<file path="config.mk">
export PLATFORM = sky130hd
export DESIGN_NAME = tdc_s3_readout_arbiter_flat
export DESIGN_NICKNAME = d
export VERILOG_FILES = /design/src/rtl/tdc_s3_pkg.sv /design/src/rtl/tdc_s3_readout_arbiter_if.sv /design/src/rtl/rr_priority_pick.sv /design/src/rtl/tdc_s3_readout_arbiter.sv /design/src/flat_wrapper.sv
export SDC_FILE = /design/constraint.sdc
export NUM_CORES = 1
export LEC_CHECK = 0
export CORE_UTILIZATION = 45
export DETAILED_ROUTE_END_ITERATION = 6
export PLACE_DENSITY = 0.91
export SYNTH_ARGS = -nofsm -noshare
export SYNTH_HDL_FRONTEND = slang
export SYNTH_SLANG_ARGS = --single-unit
</file>
<file path="constraint.sdc">
create_clock -name BUS_CLK -period 6.32 [get_ports BUS_CLK]
set_input_delay 0.948 -clock BUS_CLK [delete_from_list [all_inputs] [get_ports BUS_CLK]]
set_output_delay 0.948 -clock BUS_CLK [all_outputs]
set_load 0.02 [all_outputs]
</file>
<file path="src/rtl/tdc_s3_pkg.sv">
// Shared definitions for the tdc_s3 readout slice: word geometry, the
// identifier field, the arbiter state type and small helper functions.
package tdc_s3_pkg;

    localparam int TDC_W  = 32;
    localparam int ID_MSB = 31;
    localparam int ID_LSB = 28;
    localparam int ID_W   = ID_MSB - ID_LSB + 1;

    typedef enum logic {
        ST_IDLE  = 1'b0,
        ST_GRANT = 1'b1
    } arb_state_t;

    // Index width for n items; never below 1 so a 2-channel build still has a bit.
    function automatic int clog2(input int n);
        int r;
        r = 1;
        while ((1 << r) < n) r++;
        return r;
    endfunction

    // Overwrite the data-identifier nibble with a channel number.
    function automatic logic [TDC_W-1:0] stamp_id(input logic [TDC_W-1:0] word,
                                                  input logic [ID_W-1:0]  ch);
        logic [TDC_W-1:0] s;
        s = word;
        s[ID_MSB:ID_LSB] = ch;
        return s;
    endfunction

endpackage

</file>
<file path="src/rtl/tdc_s3_readout_arbiter_if.sv">
// Channel-side and downstream-side signals of the readout arbiter.
// slave = the arbiter, master = the surrounding FIFOs / readout logic.
interface tdc_s3_readout_arbiter_if #(
    parameter int NCH = 4
);
    import tdc_s3_pkg::*;

    localparam int GW = clog2(NCH);

    logic [NCH-1:0]       CH_EN;
    logic [NCH-1:0]       CH_EMPTY;
    logic [NCH*TDC_W-1:0] CH_DATA;
    logic [NCH-1:0]       CH_READ;
    logic                 FIFO_READ;
    logic                 FIFO_EMPTY;
    logic [TDC_W-1:0]     FIFO_DATA;
    logic [TDC_W-1:0]     WORD_CNT;
    logic [GW-1:0]        GRANT;

    modport slave (
        input  CH_EN, CH_EMPTY, CH_DATA, FIFO_READ,
        output CH_READ, FIFO_EMPTY, FIFO_DATA, WORD_CNT, GRANT
    );

    modport master (
        output CH_EN, CH_EMPTY, CH_DATA, FIFO_READ,
        input  CH_READ, FIFO_EMPTY, FIFO_DATA, WORD_CNT, GRANT
    );

endinterface

</file>
<file path="src/rtl/rr_priority_pick.sv">
// Round-robin search: first requester after 'last', wrapping modulo N.
// Purely combinational; 'last' itself is examined only after a full wrap.
module rr_priority_pick #(
    parameter int N = 4,
    parameter int W = 2
) (
    input  logic [N-1:0] req,
    input  logic [W-1:0] last,
    output logic         found,
    output logic [W-1:0] idx
);

    // Explicit modulo wrap so non-power-of-2 N never yields an index >= N.
    function automatic logic [W-1:0] wrap_add(input logic [W-1:0] base, input int step);
        int sum;
        sum = int'(base) + step;
        if (sum >= N) sum = sum - N;
        return W'(sum);
    endfunction

    // Walk last+1 .. last+N and keep the first hit.
    always_comb begin
        // NOTE: every output gets a default before the loop, so no path infers a latch.
        found = 1'b0;
        idx   = '0;
        for (int k = 1; k <= N; k++) begin
            if (!found && req[wrap_add(last, k)]) begin
                found = 1'b1;
                idx   = wrap_add(last, k);
            end
        end
    end

endmodule

</file>
<file path="src/rtl/tdc_s3_readout_arbiter.sv">
// Merges NCH per-channel FWFT FIFOs into one FWFT stream with round-robin
// grants of at most BURST_LEN words, an optional channel-ID stamp and a
// saturating delivered-word counter.
module tdc_s3_readout_arbiter
    import tdc_s3_pkg::*;
#(
    parameter int NCH       = 4,
    parameter int BURST_LEN = 8,
    parameter bit CH_ID_EN  = 1'b0
) (
    input logic                     BUS_CLK,
    input logic                     RST,
    tdc_s3_readout_arbiter_if.slave bus
);

    localparam int              GW         = clog2(NCH);
    localparam logic [GW-1:0]   GRANT_RST  = GW'(NCH - 1);
    localparam logic [7:0]      BURST_LAST = 8'(BURST_LEN);

    arb_state_t       state, state_nxt;
    logic [GW-1:0]    grant, grant_nxt;
    logic [7:0]       burst_cnt, burst_cnt_nxt;
    logic             out_valid;
    logic [TDC_W-1:0] out_data;
    logic [TDC_W-1:0] word_cnt;

    logic [NCH-1:0]   req;
    logic             found;
    logic [GW-1:0]    pick_idx;
    logic             can_load;
    logic             drain;
    logic             grant_ok;
    logic             pop;
    logic [TDC_W-1:0] sel_data;
    logic [TDC_W-1:0] load_data;

    assign req = bus.CH_EN & ~bus.CH_EMPTY;

    rr_priority_pick #(
        .N (NCH),
        .W (GW)
    ) u_pick (
        .req   (req),
        .last  (grant),
        .found (found),
        .idx   (pick_idx)
    );

    // The output register may take a word when empty or being emptied this cycle.
    assign can_load = !out_valid || bus.FIFO_READ;
    assign drain    = out_valid && bus.FIFO_READ;
    assign grant_ok = req[grant];
    // RST gates the pop so a reset mid-burst never steals a word from the channel.
    assign pop      = (state == ST_GRANT) && can_load && grant_ok && !RST;

    assign sel_data  = bus.CH_DATA[32'(grant)*TDC_W +: TDC_W];
    assign load_data = CH_ID_EN ? stamp_id(sel_data, ID_W'(grant)) : sel_data;

    assign bus.FIFO_EMPTY = !out_valid;
    assign bus.FIFO_DATA  = out_data;
    assign bus.WORD_CNT   = word_cnt;
    assign bus.GRANT      = grant;

    // One-hot pop strobe towards the granted channel.
    always_comb begin
        bus.CH_READ = '0;
        if (pop) bus.CH_READ[grant] = 1'b1;
    end

    // Next-state logic: search in IDLE, count pops and yield in GRANT.
    always_comb begin
        state_nxt     = state;
        grant_nxt     = grant;
        burst_cnt_nxt = burst_cnt;
        unique case (state)
            ST_IDLE: begin
                if (found) begin
                    grant_nxt     = pick_idx;
                    burst_cnt_nxt = '0;
                    state_nxt     = ST_GRANT;
                end
            end
            ST_GRANT: begin
                if (!grant_ok) begin
                    state_nxt = ST_IDLE;
                end else if (pop) begin
                    burst_cnt_nxt = burst_cnt + 8'd1;
                    if (burst_cnt + 8'd1 == BURST_LAST) state_nxt = ST_IDLE;
                end
            end
            default: state_nxt = ST_IDLE;
        endcase
    end

    // Arbiter state register; GRANT resets to NCH-1 so channel 0 is searched first.
    always_ff @(posedge BUS_CLK) begin
        // NOTE: clocked blocks use <= so every register samples pre-edge values.
        if (RST) begin
            state     <= ST_IDLE;
            grant     <= GRANT_RST;
            burst_cnt <= '0;
        end else begin
            state     <= state_nxt;
            grant     <= grant_nxt;
            burst_cnt <= burst_cnt_nxt;
        end
    end

    // Output stage and saturating delivered-word counter.
    always_ff @(posedge BUS_CLK) begin
        if (RST) begin
            out_valid <= 1'b0;
            out_data  <= '0;
            word_cnt  <= '0;
        end else begin
            if (pop) begin
                out_valid <= 1'b1;
                out_data  <= load_data;
            end else if (drain) begin
                out_valid <= 1'b0;
            end
            if (drain && word_cnt != '1) word_cnt <= word_cnt + 32'd1;
        end
    end

endmodule

</file>
<file path="src/flat_wrapper.sv">
// flat-port wrapper written by rule: the top's interface ports become plain ports
module tdc_s3_readout_arbiter_flat import tdc_s3_pkg::*;
#(
    parameter int NCH       = 4,
    parameter int BURST_LEN = 8,
    parameter bit CH_ID_EN  = 1'b0
)
  (BUS_CLK, RST, bus_CH_EN, bus_CH_EMPTY, bus_CH_DATA, bus_FIFO_READ, bus_CH_READ, bus_FIFO_EMPTY, bus_FIFO_DATA, bus_WORD_CNT, bus_GRANT);
  tdc_s3_readout_arbiter_if #(.NCH(NCH)) bus_i ();
  input logic BUS_CLK;
  input logic RST;
  input wire logic [$bits(bus_i.CH_EN)-1:0] bus_CH_EN;
  input wire logic [$bits(bus_i.CH_EMPTY)-1:0] bus_CH_EMPTY;
  input wire logic [$bits(bus_i.CH_DATA)-1:0] bus_CH_DATA;
  input wire logic [$bits(bus_i.FIFO_READ)-1:0] bus_FIFO_READ;
  output wire logic [$bits(bus_i.CH_READ)-1:0] bus_CH_READ;
  output wire logic [$bits(bus_i.FIFO_EMPTY)-1:0] bus_FIFO_EMPTY;
  output wire logic [$bits(bus_i.FIFO_DATA)-1:0] bus_FIFO_DATA;
  output wire logic [$bits(bus_i.WORD_CNT)-1:0] bus_WORD_CNT;
  output wire logic [$bits(bus_i.GRANT)-1:0] bus_GRANT;
  assign bus_i.CH_EN = bus_CH_EN;
  assign bus_i.CH_EMPTY = bus_CH_EMPTY;
  assign bus_i.CH_DATA = bus_CH_DATA;
  assign bus_i.FIFO_READ = bus_FIFO_READ;
  assign bus_CH_READ = bus_i.CH_READ;
  assign bus_FIFO_EMPTY = bus_i.FIFO_EMPTY;
  assign bus_FIFO_DATA = bus_i.FIFO_DATA;
  assign bus_WORD_CNT = bus_i.WORD_CNT;
  assign bus_GRANT = bus_i.GRANT;
  tdc_s3_readout_arbiter #(.NCH(NCH), .BURST_LEN(BURST_LEN), .CH_ID_EN(CH_ID_EN)) u_core (.BUS_CLK(BUS_CLK), .RST(RST), .bus(bus_i));
endmodule
</file>
Word-level counts from Yosys, hierarchy flattened
Cells that the tools add are included.
{"block": "word_totals", "ff_bits": 76, "input_bits": 139, "output_inout_bits": 71, "word_cells": 89}
{"block": "op_classes", "addsub": 10, "order_cmp": 10, "eq_ne": 5, "shift": 1, "n_mux": 36, "n_bitwise": 3, "reduce_logical": 18}
{"operator": "$shiftx A128 B8 Y32", "n": 1}
{"operator": "$add A32 B1 Y32 const B", "n": 1}
{"operator": "$ne A32 B32 Y1 const B", "n": 1}
{"operator": "$mux W8", "n": 3}
{"operator": "$mux W1", "n": 16}
{"operator": "$mux W2", "n": 8}
{"operator": "$pmux W8 S2", "n": 1}
{"operator": "$lt A2 B3 Y1 const B", "n": 5}
{"operator": "$bmux W1 S2", "n": 5}
{"operator": "$ge A3 B3 Y1 const B", "n": 3}
{"operator": "$logic_and A1 B1 Y1", "n": 9}
{"operator": "$add A8 B1 Y8 const B", "n": 1}
{"operator": "$eq A8 B4 Y1 const B", "n": 1}
{"operator": "$sub A2 B1 Y2 const B", "n": 4}
{"operator": "$add A2 B2 Y3 const B", "n": 2}
{"operator": "$logic_not A1 Y1", "n": 5}
{"operator": "$add A2 B3 Y4 const B", "n": 1}
{"operator": "$and A4 B4 Y4", "n": 1}
{"operator": "$ge A4 B3 Y1 const B", "n": 1}
{"operator": "$mux W4", "n": 1}
{"operator": "$ne A2 B2 Y1 const B", "n": 2}
{"operator": "$not A4 Y4", "n": 1}
{"operator": "$add A2 B1 Y3 const B", "n": 1}
{"operator": "$reduce_and A3 Y1", "n": 1}
{"operator": "8 further kinds", "n": 8}

Longest topological paths before layout
Gate-level depths: netlist of the first run.
{"block": "logic_depth", "depth_word": 17, "depth_mapped": 8}

Modules after synthesis
From an unflattened synthesis of the first run, not the netlist that was laid out.
{"block": "unflattened", "cells_unflattened": 436, "hier_area_um2": 4230.3}
{"mod": "tdc_s3_readout_arbiter", "n_inst": 1, "cells_per_inst": 422, "area_per_inst_um2": 4139.0, "seq_area_each_um2": 1521.5}
{"mod": "rr_priority_pick", "n_inst": 1, "cells_per_inst": 14, "area_per_inst_um2": 91.3, "seq_area_each_um2": 0.0}

Least setup slack after synthesis of the first run
Ideal clock, no wire load.
{"block": "synth_path", "kind": "input to output", "from": "in bus_CH_EN[2]", "to": "out bus_CH_READ[0]", "t_arrival_ns": 2.291, "required_ns": 5.372, "path_slack_ns": 3.081, "path_stages": 6, "n_path_buf": 2, "cell_sequence": "nor2b_1 mux4_2 and4b_1 buf_2 buf_2 and2_1"}
{"block": "synth_via", "elab_chain_len": 6}
{"item": "from (decl)", "line": "flat_wrapper.sv:12", "text": "input wire logic [$bits(bus_i.CH_EN)-1:0] bus_CH_EN;"}
{"item": "$and A4 B4 Y4", "line": "tdc_s3_readout_arbiter.sv:37", "text": "assign req = bus.CH_EN & ~bus.CH_EMPTY;"}
{"item": "$bmux W1 S2", "line": "tdc_s3_readout_arbiter.sv:52", "text": "assign grant_ok = req[grant];"}
{"item": "$mux W1 (not written as such)", "line": "tdc_s3_readout_arbiter.sv:52"}
{"item": "$logic_and A1 B1 Y1 (2 in a row)", "line": "tdc_s3_readout_arbiter.sv:54", "text": "assign pop = (state == ST_GRANT) && can_load && grant_ok && !RST;"}
{"item": "$mux W4", "line": "tdc_s3_readout_arbiter.sv:67", "text": "if (pop) bus.CH_READ[grant] = 1'b1;"}
{"item": "to (decl)", "line": "flat_wrapper.sv:16", "text": "output wire logic [$bits(bus_i.CH_READ)-1:0] bus_CH_READ;"}
No other way between the ends. The select of a mux whose other input is x is not followed.

Worst setup path after layout of the first run
{"block": "layout_path", "from": "in bus_CH_EN[2]", "to": "out bus_CH_READ[1]"}
Same word-level chain as after synthesis.

==> results of run 1 <==
## per-layer routing
metal,routed length [µm],vias up,GRT usage [%]
li1,-,2224,-
met1,5020,2290,28.7
met2,7570,233,50.2
met3,788,50,4.86
met4,689,0,17.0
met5,0,-,0
## worst max-delay path: cells and delay by family
family	cells	cell delay (ns)
simple gates	3	0.92
mux	1	0.39
buf+inv	2	1.07
## final cells by class
class | count | area [µm²] | area share (%)
multi-input combinational | 378 | 2770 | 40.6
timing repair buffer | 213 | 2120 | 31.0
sequential | 76 | 1520 | 22.3
tap | 133 | 166 | 2.44
clock buffer | 9 | 124 | 1.81
clock inverter | 7 | 98.8 | 1.45
inverter | 8 | 30.0 | 0.440
## how the worst min path moves through the flow
stage | to | slack, ns | depth (start not counted)
after floorplan | u_core.burst_cnt[7]$_SDFFE_PP0P_ | 0.45 | 2
after global placement | u_core.bus.FIFO_DATA[25]$_SDFFE_PP0P_ | 0.44 | 2
after detailed placement | u_core.bus.FIFO_DATA[13]$_SDFFE_PP0P_ | 0.45 | 2
after CTS | u_core.bus.FIFO_DATA[13]$_SDFFE_PP0P_ | 0.46 | 2
after global routing | u_core.bus.FIFO_DATA[13]$_SDFFE_PP0P_ | 0.48 | 2
final | u_core.bus.FIFO_DATA[13]$_SDFFE_PP0P_ | 0.46 | 2
## metrics by stage
| step | setup slack (ns) | hold WS [ns] | std cells | area, µm² | utilization [%] |
|---|---|---|---|---|---|
| global placement | 2.14 | 0.443 | 808 | 6610 | 67.9 |
| floorplan | 3.08 | 0.450 | 495 | 4490 | - |
| detailed placement | 2.09 | 0.448 | 808 | 6610 | 67.9 |
| global route | 1.94 | 0.477 | 824 | 6830 | 70.2 |
| CTS | 2.09 | 0.459 | 824 | 6830 | 70.2 |
| finish | 2.04 | 0.459 | 824 | 6830 | 70.2 |
## flip-flops by register name (all words and copies together) (netlist names)
signal / cells
u_core.bus.FIFO_DATA: 32
u_core.state: 1
u_core.burst_cnt: 8
u_core.bus.GRANT: 2
u_core.out_valid: 1
u_core.bus.WORD_CNT: 32
## placed cells by master, fill, tap and decap left out, types with 7 or more instances in the layout
master / count
nor2b_1: 9
o21ai_0: 23
nor2_1: 19
nand3_1: 18
a21oi_1: 63
or3_1: 18
nand2_1: 86
dfxtp_1: 74
clkbuf_8: 9
nand4_1: 12
nor4_1: 7
inv_1: 8
mux4_2: 35
nor3_1: 9
clkdlybuf4s50_1: 208
## logic make-up (layout without fill, tap and decap cells)
group | count (synthesis) | in the layout
DFF | 76 | 76
muxes | 46 | 46
buffers and inverters | 41 | 237
xor gates and xnor gates | 3 | 3
adders and majority gates | 6 | 6
AOI/OAI and AO/OA | 111 | 111
and+or+nand+nor | 212 | 212
## power by group through the flow
stage / Combinational [mW] / Sequential (mW) / Clock, mW
after floorplan: 0.317 / 0.542 / 0
after CTS: 0.483 / 0.545 / 0.424
after global routing: 0.517 / 0.549 / 0.442
final: 0.481 / 0.545 / 0.419
after global placement: 0.463 / 0.553 / 0
after detailed placement: 0.480 / 0.556 / 0
==> results.yml, run 1 <==
timing:
  clock_skew_ns: 0.00829
  slew-limit-headroom_pct: 39.0
  fmax_mhz: 234
  worst_pin_slew_ns: 0.915
  period_share_pct: 67.7
  hold_viol: 0
  rsz0062_at_grt: "no"
  finalSetupViolCount: 0
  drv_slew: 0
  setup_tns_ns: 0
  fin_crit_ns: 4.28
power:
  internal_power_mw: 1.01
  p_comb_share_pct: 33.3
  total_power_mw: 1.45
  pwr-share-seq_pct: 37.7
  power_density_nw_per_um2: 212
  power.leakage_nw: 2.31
  p_sw_mw: 0.434
  power.switching_fraction_pct: 30.0
  power.share.clock_pct: 29.0
  ir_drop_uv: 145
synthesis:
  syn-num-nets: 640
  synth_compound_area_share_pct: 14.4
  syn-cell-area_um2: 4490
  yosys.area_share.simple_pct: 25.0
  synth.mux.area_fraction_pct: 20.2
  yosys.area.top_type: "dfxtp_1"
  yosysMostFrequentCell: "nand2_1"
  ys_types: 53
  synthXorXnorAreaFrac_pct: 0.585
  yosysWarnings: 0
  async_reset_ff_share_pct: 0
  syn_area_per_cell_um2: 9.07
  synth_top_family_by_area: "simple AND/OR/NAND/NOR gates"
  synth_ff_type: "dfxtp_1"
  synth_top_area_share_pct: 33.9
  synth-edff-count: 0
  synth.area.top_cells: "dfxtp_1 (34%), mux4_2 (18%), nand2_1 (7.2%)"
  syn_inst: 495
  synthAdderAreaFrac_pct: 1.67
  ys_seq_area_share_pct: 33.9
  synth_common_cells: "nand2_1 (86), dfxtp_1 (76), a21oi_1 (63)"
  ys_ff_latch: 76
clock_network:
  htree_levels: 3
  cts_tree: "yes"
  path_clk_slew_ns: 0.08
  post_cts_buffers: 0
  clock_latency_ns: 0.35
  cts_resized: 0
  cts_buffer_depth: 2
  cts_sinks: 76
  numCtsBuffers: 9
  cts_hold_buf: 0
  root_buffer: "clkbuf_8"
placement:
  gp_congestion: 0.870
  numPortBuffers: 209
  dp.final_hpwl_um: 10600
floorplanning:
  initial_core_util_pct: 46.1
  dieWidth_um: 102
  rows: 36
  chipHeight_um: 102
  core_area_um2: 9730
  ios: 210
  die_area_um2: 10400
worst_setup_path:
  worstSetupEndpoint: "bus_CH_READ[1]"
  required_ns: 5.37
  arrival_ns: 3.33
  cp_slowest_cell: "clkdlybuf4s50_1"
  crit_start: "bus_CH_EN[2]"
  crit_chain: "clkdlybuf4s50_1, nor2b_1, mux4_2, and4b_1, and2_1, clkdlybuf4s50_1"
  cpMostUsedCell: "clkdlybuf4s50_1"
  crit_fanout: 7
  r2r-end: "u_core.burst_cnt[4]$_SDFFE_PP0P_"
  regToRegSetupSlack_ns: 3.49
  cp-start-kind: "primary input"
  r2r-start: "u_core.bus.GRANT[0]$_SDFFE_PP1P_"
  crit_path_end_kind: "output pin"
  rr_worst_depth: 7
  crit_type: "primary input to output pin"
  cpPeakStageDelay_ns: 0.60
global_route:
  antenna_found_initial: 0
  grt_usage_pct: 27.2
  grt_pass1_vias: 4837
  overflow: 0
  grt_first_pass_wirelength_um: 22100
  grt_max_degree: 80
routing:
  detail_route.wl_per_cell_um: 17.1
  totalWireLength_um: 14100
  vias: 4797
  first_pass_iters: 6
  drc: 0
  drt_iter0_markers: 308
  ant_nets: 0
  viasPerCell: 5.82
finish:
  antenna_cells: 0
  syn_to_final_growth_pct: 52.2
  layout-drive-gt1-share_pct: 10.9
  final_nets: 831
  fillers: 722
worst_hold_path:
  worstHoldStart: "u_core.bus.FIFO_DATA[13]$_SDFFE_PP0P_"
  min-delay-path-class: "flop to flop"
status:
  status: "completed"
job:
  drv_cap: 0
Note: power is estimated with default switching activity, not from simulation.
==> run 2: changes to the inputs <==
--- a/config.mk
+++ b/config.mk
@@ -5,9 +5,9 @@
 export SDC_FILE = /design/constraint.sdc
 export NUM_CORES = 1
 export LEC_CHECK = 0
-export CORE_UTILIZATION = 45
+export CORE_UTILIZATION = 42
 export DETAILED_ROUTE_END_ITERATION = 6
-export PLACE_DENSITY = 0.91
+export PLACE_DENSITY = 0.86
 export SYNTH_ARGS = -nofsm -noshare
 export SYNTH_HDL_FRONTEND = slang
 export SYNTH_SLANG_ARGS = --single-unit
==> constraint.sdc (replaced) <==
create_clock -name BUS_CLK -period 4.07 [get_ports BUS_CLK]
set_input_delay 0.6105 -clock BUS_CLK [delete_from_list [all_inputs] [get_ports BUS_CLK]]
set_output_delay 0.6105 -clock BUS_CLK [all_outputs]
set_load 0.02 [all_outputs]
==> run 2 against run 1 <==
Compared with the run above: non-clock buffer count grew 1; sequential share of layout area is 0.12 points lower; setup slack worse by 1.6 ns; clock skew is 0.0040 ns higher; hold slack got worse by 0.0025 ns; global-route usage decreased by 2.2 points; largest cell class unchanged.
==> results.yml, run 2 (same netlist as run 1, synthesis figures left out) <==
timing:
  rsz0062_at_grt: "no"
  setup_ws_ns: 0.469
  clock_skew_ns: 0.0123
  hold_viol: 0
  setup_tns_ns: 0
  finalSetupViolCount: 0
  drv_slew: 0
  worst_pin_slew_ns: 0.709
  slew-limit-headroom_pct: 52.7
  fin_crit_ns: 3.60
  period_share_pct: 88.5
  fmax_mhz: 278
global_route:
  grt_first_pass_wirelength_um: 22200
  grt_max_degree: 51
  overflow: 0
  antenna_found_initial: 0
  grt_usage_pct: 25.0
  grt_pass1_vias: 4702
worst_setup_path:
  crit_fanout: 7
  required_ns: 3.46
  regToRegSetupSlack_ns: 1.83
  crit_path_end_kind: "output pin"
  crit_type: "primary input to output pin"
  cp-start-kind: "primary input"
  arrival_ns: 2.99
clock_network:
  clock_latency_ns: 0.35
  cts_hold_buf: 0
  root_buffer: "clkbuf_8"
  htree_levels: 3
  numCtsBuffers: 9
  cts_tree: "yes"
  post_cts_buffers: 0
  cts_sinks: 76
  path_clk_slew_ns: 0.08
  cts_resized: 0
  cts_buffer_depth: 2
routing:
  ant_nets: 0
  detail_route.wl_per_cell_um: 16.5
  vias: 4717
  viasPerCell: 5.70
  drc: 0
  first_pass_iters: 7
  drt_iter0_markers: 199
  totalWireLength_um: 13600
finish:
  mostFrequentLayoutCells: "clkdlybuf4s50_1 (208), nand2_1 (86), dfxtp_1 (74), a21oi_1 (63), mux4_2 (35)"
  final_common_cell: "clkdlybuf4s50_1"
  layout-drive-gt1-share_pct: 11.0
  final_nets: 832
  design_area_um2: 6870
  syn_to_final_growth_pct: 53.1
  fillers: 782
  antenna_cells: 0
  instances_no_fill: 828
job:
  drv_cap: 0
floorplanning:
  rows: 37
  chipHeight_um: 105
  dieWidth_um: 105
  initial_core_util_pct: 43.5
  core_area_um2: 10300
  die_area_um2: 11100
  ios: 210
power:
  total_power_mw: 2.29
  p_comb_share_pct: 34.5
  power_density_nw_per_um2: 333
  power.share.clock_pct: 30.7
  p_sw_mw: 0.640
  ir_drop_uv: 184
  internal_power_mw: 1.65
  power.switching_fraction_pct: 28.0
  power.leakage_nw: 2.33
  pwr-share-seq_pct: 34.8
placement:
  numPortBuffers: 209
  dp_cells: 812
  dp.final_hpwl_um: 10600
  gp_congestion: 0.863
  pre_cts_ws_ns: 0.491
  post_dp_cell_area_um2: 6620
worst_hold_path:
  min-delay-path-class: "flop to flop"
status:
  status: "completed"
## run 2: power groups by stage
stage | Combinational [mW] | Sequential (mW) | Clock [mW]
2_1_floorplan | 0.493 | 0.842 | 0
3_3_place_gp | 0.780 | 0.810 | 0
3_5_place_dp | 0.794 | 0.813 | 0
4_1_cts | 0.795 | 0.795 | 0.713
5_1_grt | 0.848 | 0.800 | 0.755
6_report | 0.789 | 0.795 | 0.701
## run 2: path summary, 6_finish.rpt
path                                                end                                   from  cells past startpoint
setup reg to reg   u_core.bus.WORD_CNT[28]$_SDFFE_PP0P_    u_core.bus.WORD_CNT[0]$_SDFFE_PP0P_                      6
setup / recovery                         bus_CH_READ[0]                           bus_CH_EN[2]                      6
hold reg to reg   u_core.bus.FIFO_DATA[18]$_SDFFE_PP0P_  u_core.bus.FIFO_DATA[18]$_SDFFE_PP0P_                      2
hold / removal    u_core.bus.FIFO_DATA[18]$_SDFFE_PP0P_  u_core.bus.FIFO_DATA[18]$_SDFFE_PP0P_                      2
## run 2: critical path, cell delays in order
cell and delay (ns):
clkdlybuf4s50_1 0.47, nor2b_1 0.42, mux4_2 0.39, and4b_1 0.31, and2_1 0.18, clkdlybuf4s50_1 0.60
## run 2: final cells by class
type	count	area (µm²)	area share, %
multi-input combinational	378	2770	40.3
tap	136	170	2.48
clock buffer	10	138	2.00
timing repair buffer	214	2120	30.9
sequential	76	1520	22.2
clock inverter	6	111	1.62
inverter	8	30.0	0.437
## run 2: per-layer routing
layer / vias up / GRT usage (%) / part of all wire [%]
met5: - / 0 / 0
met4: 0 / 9.05 / 2.8
met3: 22 / 6.25 / 6.6
met2: 205 / 47.7 / 54
met1: 2258 / 26.2 / 37
li1: 2232 / - / -
## run 2: stage by stage
stage / util [%] / hold slack (ns)
4_1_cts: 66.5 / 0.458
3_5_place_dp: 64.1 / 0.448
3_3_place_gp: 64.1 / 0.443
5_1_grt: 66.5 / 0.481
6_report: 66.5 / 0.457
2_1_floorplan: - / 0.450
